[src/rtl/booth_mult.sv]
// Sequential radix-2 Booth signed multiplier: WIDTH iterations per product,
// start/done handshake shared with the restoring divider.
module booth_mult #(
  parameter int WIDTH = 8
) (
  input  logic             clk,
  input  logic             rst,
  input  logic             start,
  input  logic [WIDTH-1:0] inbus1,
  input  logic [WIDTH-1:0] inbus2,
  output logic [WIDTH-1:0] outbus_hi,
  output logic [WIDTH-1:0] outbus_lo,
  output logic             busy,
  output logic             done,
  output logic             ovr
);
  localparam int CW = $clog2(WIDTH + 1);
  localparam logic [CW-1:0] LAST = CW'(WIDTH - 1);

  typedef enum logic [1:0] {IDLE, RUN, FIN} state_t;

  state_t           state_q, state_d;
  logic [WIDTH:0]   m_q, m_d;
  logic [WIDTH:0]   a_q, a_d;
  logic [WIDTH-1:0] q_q, q_d;
  logic             qm1_q, qm1_d;
  logic [CW-1:0]    cnt_q, cnt_d;
  logic [WIDTH-1:0] hi_q, hi_d, lo_q, lo_d;
  logic             ovr_q, ovr_d, busy_q, busy_d, done_q, done_d;

  // One Booth step: conditional add/sub, then arithmetic shift of {A,Q,q_m1}
  logic [WIDTH:0]     sum, a_sh;
  logic [WIDTH-1:0]   q_sh;
  logic [2*WIDTH-1:0] prod;
  logic [WIDTH:0]     top;

  always_comb begin
    sum = a_q;
    case ({q_q[0], qm1_q})
      2'b01:   sum = a_q + m_q;
      2'b10:   sum = a_q - m_q;
      default: sum = a_q;
    endcase
    a_sh = {sum[WIDTH], sum[WIDTH:1]};
    q_sh = {sum[0], q_q[WIDTH-1:1]};
    prod = {a_sh[WIDTH-1:0], q_sh};
    top  = prod[2*WIDTH-1:WIDTH-1];
  end

  always_comb begin
    state_d = state_q;
    m_d     = m_q;
    a_d     = a_q;
    q_d     = q_q;
    qm1_d   = qm1_q;
    cnt_d   = cnt_q;
    hi_d    = hi_q;
    lo_d    = lo_q;
    ovr_d   = ovr_q;
    busy_d  = busy_q;
    done_d  = 1'b0;
    case (state_q)
      RUN: begin
        a_d   = a_sh;
        q_d   = q_sh;
        qm1_d = q_q[0];
        cnt_d = cnt_q + 1'b1;
        if (cnt_q == LAST) begin
          state_d = FIN;
          busy_d  = 1'b0;
          done_d  = 1'b1;
          hi_d    = prod[2*WIDTH-1:WIDTH];
          lo_d    = prod[WIDTH-1:0];
          ovr_d   = ~((&top) | ~(|top));
        end
      end
      FIN:     state_d = IDLE;
      default: state_d = IDLE;
    endcase
    // A start in FIN is accepted; the finishing done pulse is already on the outputs
    if (start && (state_q == IDLE || state_q == FIN)) begin
      state_d = RUN;
      m_d     = {inbus1[WIDTH-1], inbus1};
      a_d     = '0;
      q_d     = inbus2;
      qm1_d   = 1'b0;
      cnt_d   = '0;
      busy_d  = 1'b1;
    end
  end

  always_ff @(posedge clk or negedge rst) begin
    if (!rst) begin
      state_q <= IDLE;
      m_q     <= '0;
      a_q     <= '0;
      q_q     <= '0;
      qm1_q   <= 1'b0;
      cnt_q   <= '0;
      hi_q    <= '0;
      lo_q    <= '0;
      ovr_q   <= 1'b0;
      busy_q  <= 1'b0;
      done_q  <= 1'b0;
    end else begin
      state_q <= state_d;
      m_q     <= m_d;
      a_q     <= a_d;
      q_q     <= q_d;
      qm1_q   <= qm1_d;
      cnt_q   <= cnt_d;
      hi_q    <= hi_d;
      lo_q    <= lo_d;
      ovr_q   <= ovr_d;
      busy_q  <= busy_d;
      done_q  <= done_d;
    end
  end

  assign outbus_hi = hi_q;
  assign outbus_lo = lo_q;
  assign ovr       = ovr_q;
  assign busy      = busy_q;
  assign done      = done_q;
endmodule

[config.mk]
export PLATFORM = sky130hd
export DESIGN_NAME = booth_mult
export DESIGN_NICKNAME = d
export VERILOG_FILES = /design/src/rtl/booth_mult.sv
export SDC_FILE = /design/constraint.sdc
export NUM_CORES = 1
export LEC_CHECK = 0
export BUFFER_PORTS_ARGS = -buffer_cell sky130_fd_sc_hd__buf_4
export CORE_MARGIN = 1
export CORE_UTILIZATION = 50
export CTS_CLUSTER_SIZE = 14
export DETAILED_ROUTE_END_ITERATION = 10
export PLACE_DENSITY = 0.85
export SYNTH_ARGS = -nofsm -noshare
export SYNTH_HDL_FRONTEND = slang
export SYNTH_SLANG_ARGS = --single-unit
[constraint.sdc]
create_clock -name clk -period 2.6 [get_ports clk]
set_input_delay 0.26 -clock clk [delete_from_list [all_inputs] [get_ports clk]]
set_output_delay 0.26 -clock clk [all_outputs]
set_load 0.05 [all_outputs]
==> run metrics <==
total clock sinks=50; f_max=0.352 GHz; most frequent cells in the layout=76 x buf_4, 49 x dfrtp_1, 48 x nand2_1; Top delay family on crit path=simple AND/OR/NAND/NOR gates; worst setup slack after layout=-0.238 ns; total congestion overflow=0; clk_lat worst skew=0.31 ns; sequential share of the synthesized area=47.0%; CTS max path bufs=2; Hold WS=0.137 ns; nature of the critical path endpoint=flop; Final Util=69.1%; worst hold-check path type=in2reg; sequential standard cell area=1250 um2; Relative slew margins=50.7%; total wire length=6200 um; Iter 0 DRT Violations=147; failing checks=setup timing; Synth Cell Area=2660 um2; crit path DAT=3.04 ns; Non-Filler Instances=416; Yosys cell types=49; CP cell instances=nor3_2, and3_4, nor2_4, xnor2_2, ha_1, a21o_1, o41ai_2, mux2i_1, xor2_1, nor4b_2, nor3_1; maximum fanout along the worst path=4; Initial Util=52.2%; worst slew pin tran=0.740 ns; global-route wire length before repair=9690 um; CP peak stage delay=0.40 ns; EDFF count, synth=0; Mean Syn Cell Area=9.72 um2; Post-synth ARST share=100%; CTS tree=done; largest net degree at the start of global routing=51; IO Pins=38; filler cell count=392; Final period util=109%; post-layout minimum cycle time=2.84 ns; first drt pass iteration count=4; CTS Buf Count=5; DRC viols=0; share of cells above drive strength 1=37.3%; clock-pin slew on the worst setup and hold paths=0.09 ns; Via Count=2299; worst path bufs/invs=0; Multi-input gate area=1470 um2; most common cell after layout, fill and taps aside=buf_4; initial antenna violation count=0; NumNets Final=377; Worst Path Required=2.80 ns; Total GRT Usage=22.9%; gpl congestion=0.912; root buf cell=clkbuf_8; Cell Rows=26; fin. max-slew vios=0; syn nets=305; clock skew=0.00716 ns; Setup CP Type=reg2reg; max-cap viol count=0; ANT cells=0; via density per instance=5.53; IO Port Bufs=37; critical path launch point type=flop; final setup fails=6; core area=5110 um2; Synth Flop Type=dfrtp_1; status=finished with violations; htree depth=2; antenna-violating nets left=0; Die H=75.0 um; width of the die=75.0 um; post-synthesis cell count=274; vias in the first global route=2164; Die Area=5620 um2; register bit total from synthesis=50; Worst path slowest cell=dfrtp_1; final hold viol count=0; area grow syn2layout=32.4%; unrepaired setup endpoints after global routing=yes; Post-DP HPWL=4240 um; Post-Place Cells=401; Yosys warning count=0; wire per inst=14.9 um
worst paths after layout:
| check | from | to | slack (ns) | cells after the start |
|---|---|---|---|---|
| worst max-delay path | m_q[4] | ovr | -0.24 | 11 |
| worst min-delay path | inbus1[5] | m_q[5] | 0.14 | 3 |
| worst max register to register | m_q[4] | ovr | -0.24 | 11 |
| worst min register to register | cnt_q[3] | cnt_q[3] | 0.50 | 1 |
| max in group asynchronous | rst | m_q[2] | 1.64 | 2 |
| min in group asynchronous | rst | a_q[6] | 0.50 | 2 |
kinds of logic (layout without fill, tap and decap cells):
group / Yosys count / in the layout / synth area share, %
simple gates: 106 / 106 / 18.6
mux: 17 / 17 / 7.05
compound gates: 57 / 57 / 14.0
xor+xnor: 9 / 9 / 2.96
flops: 50 / 50 / 47.0
fa+ha+maj: 12 / 12 / 5.92
buf+inv: 23 / 95 / 4.46
stage by stage:
stage               area [um2]  setup slack, ns  setup TNS (ns)
finish                    3530           -0.238          -0.520
global route              3530           -0.383           -1.33
CTS                       3410           -0.180          -0.363
detailed placement        3240           -0.362           -1.42
global placement          3240           -0.327           -1.08
floorplan                 2710         -0.00251        -0.00251
sequential cells by signal, summed over array words and instances (netlist names):
signal and count:
a_q 8, m_q 8, outbus_hi 8, outbus_lo 8, q_q 8, cnt_q 4, state_q 2, busy 1
done 1, ovr 1, qm1_q 1
what timing repair did:
| action | 4_1_cts | 5_1_grt |
|---|---|---|
| pin swaps | 6 | 10 |
| setup endpoints to repair | 9 | 9 |
| gates resized for setup | 17 | 17 |
| hold buffers | 1 | 0 |
| hold endpoints to repair | 50 | 0 |
| setup buffers | 1 | 7 |
area by class of cell:
cell class | instances | share of cell area [%]
Inverter | 10 | 1.14
Multi-Input combinational cell | 201 | 41.8
Sequential cell | 50 | 35.5
Timing Repair Buffer | 78 | 16.8
Clock buffer | 5 | 1.95
Tap cell | 70 | 2.48
Clock inverter | 2 | 0.390
cells in the mapped netlist, types with 2 or more instances:
master	instances	share of area, %
nor2b_1	3	0.70
o21ai_0	16	3.0
mux2i_1	3	1.1
mux2_2	14	5.9
and2_1	3	0.70
a22oi_1	2	0.56
xnor2_1	8	2.6
buf_6	3	1.3
nand2b_1	5	1.2
nor2_1	24	3.4
a211oi_1	2	0.56
a21oi_1	10	1.9
nand3_1	5	0.94
nor3b_1	2	0.56
nand4_1	2	0.47
nor4b_1	2	0.66
a31oi_1	9	2.1
inv_1	10	1.4
dfrtp_1	50	47
clkbuf_1	6	0.85
a22o_1	7	2.3
ha_1	11	5.2
nor3_1	4	0.75
nand2_1	48	6.8
worst min-delay path, stage by stage:
cell	delay [ns]
buf_4	0.07
nand2_1	0.04
nand2_1	0.05
layer usage:
| metal | track usage, % | wire length (um) | up-vias |
|---|---|---|---|
| li1 | - | - | 1104 |
| met1 | 28.7 | 2540 | 1108 |
| met2 | 39.7 | 3220 | 72 |
| met3 | 4.95 | 288 | 15 |
| met4 | 6.71 | 147 | 0 |
| met5 | 0 | 0 | - |
Power is left out: the tool's default activity adds up to more than one toggle a clock period on the data nets, which glitch-free logic cannot reach.
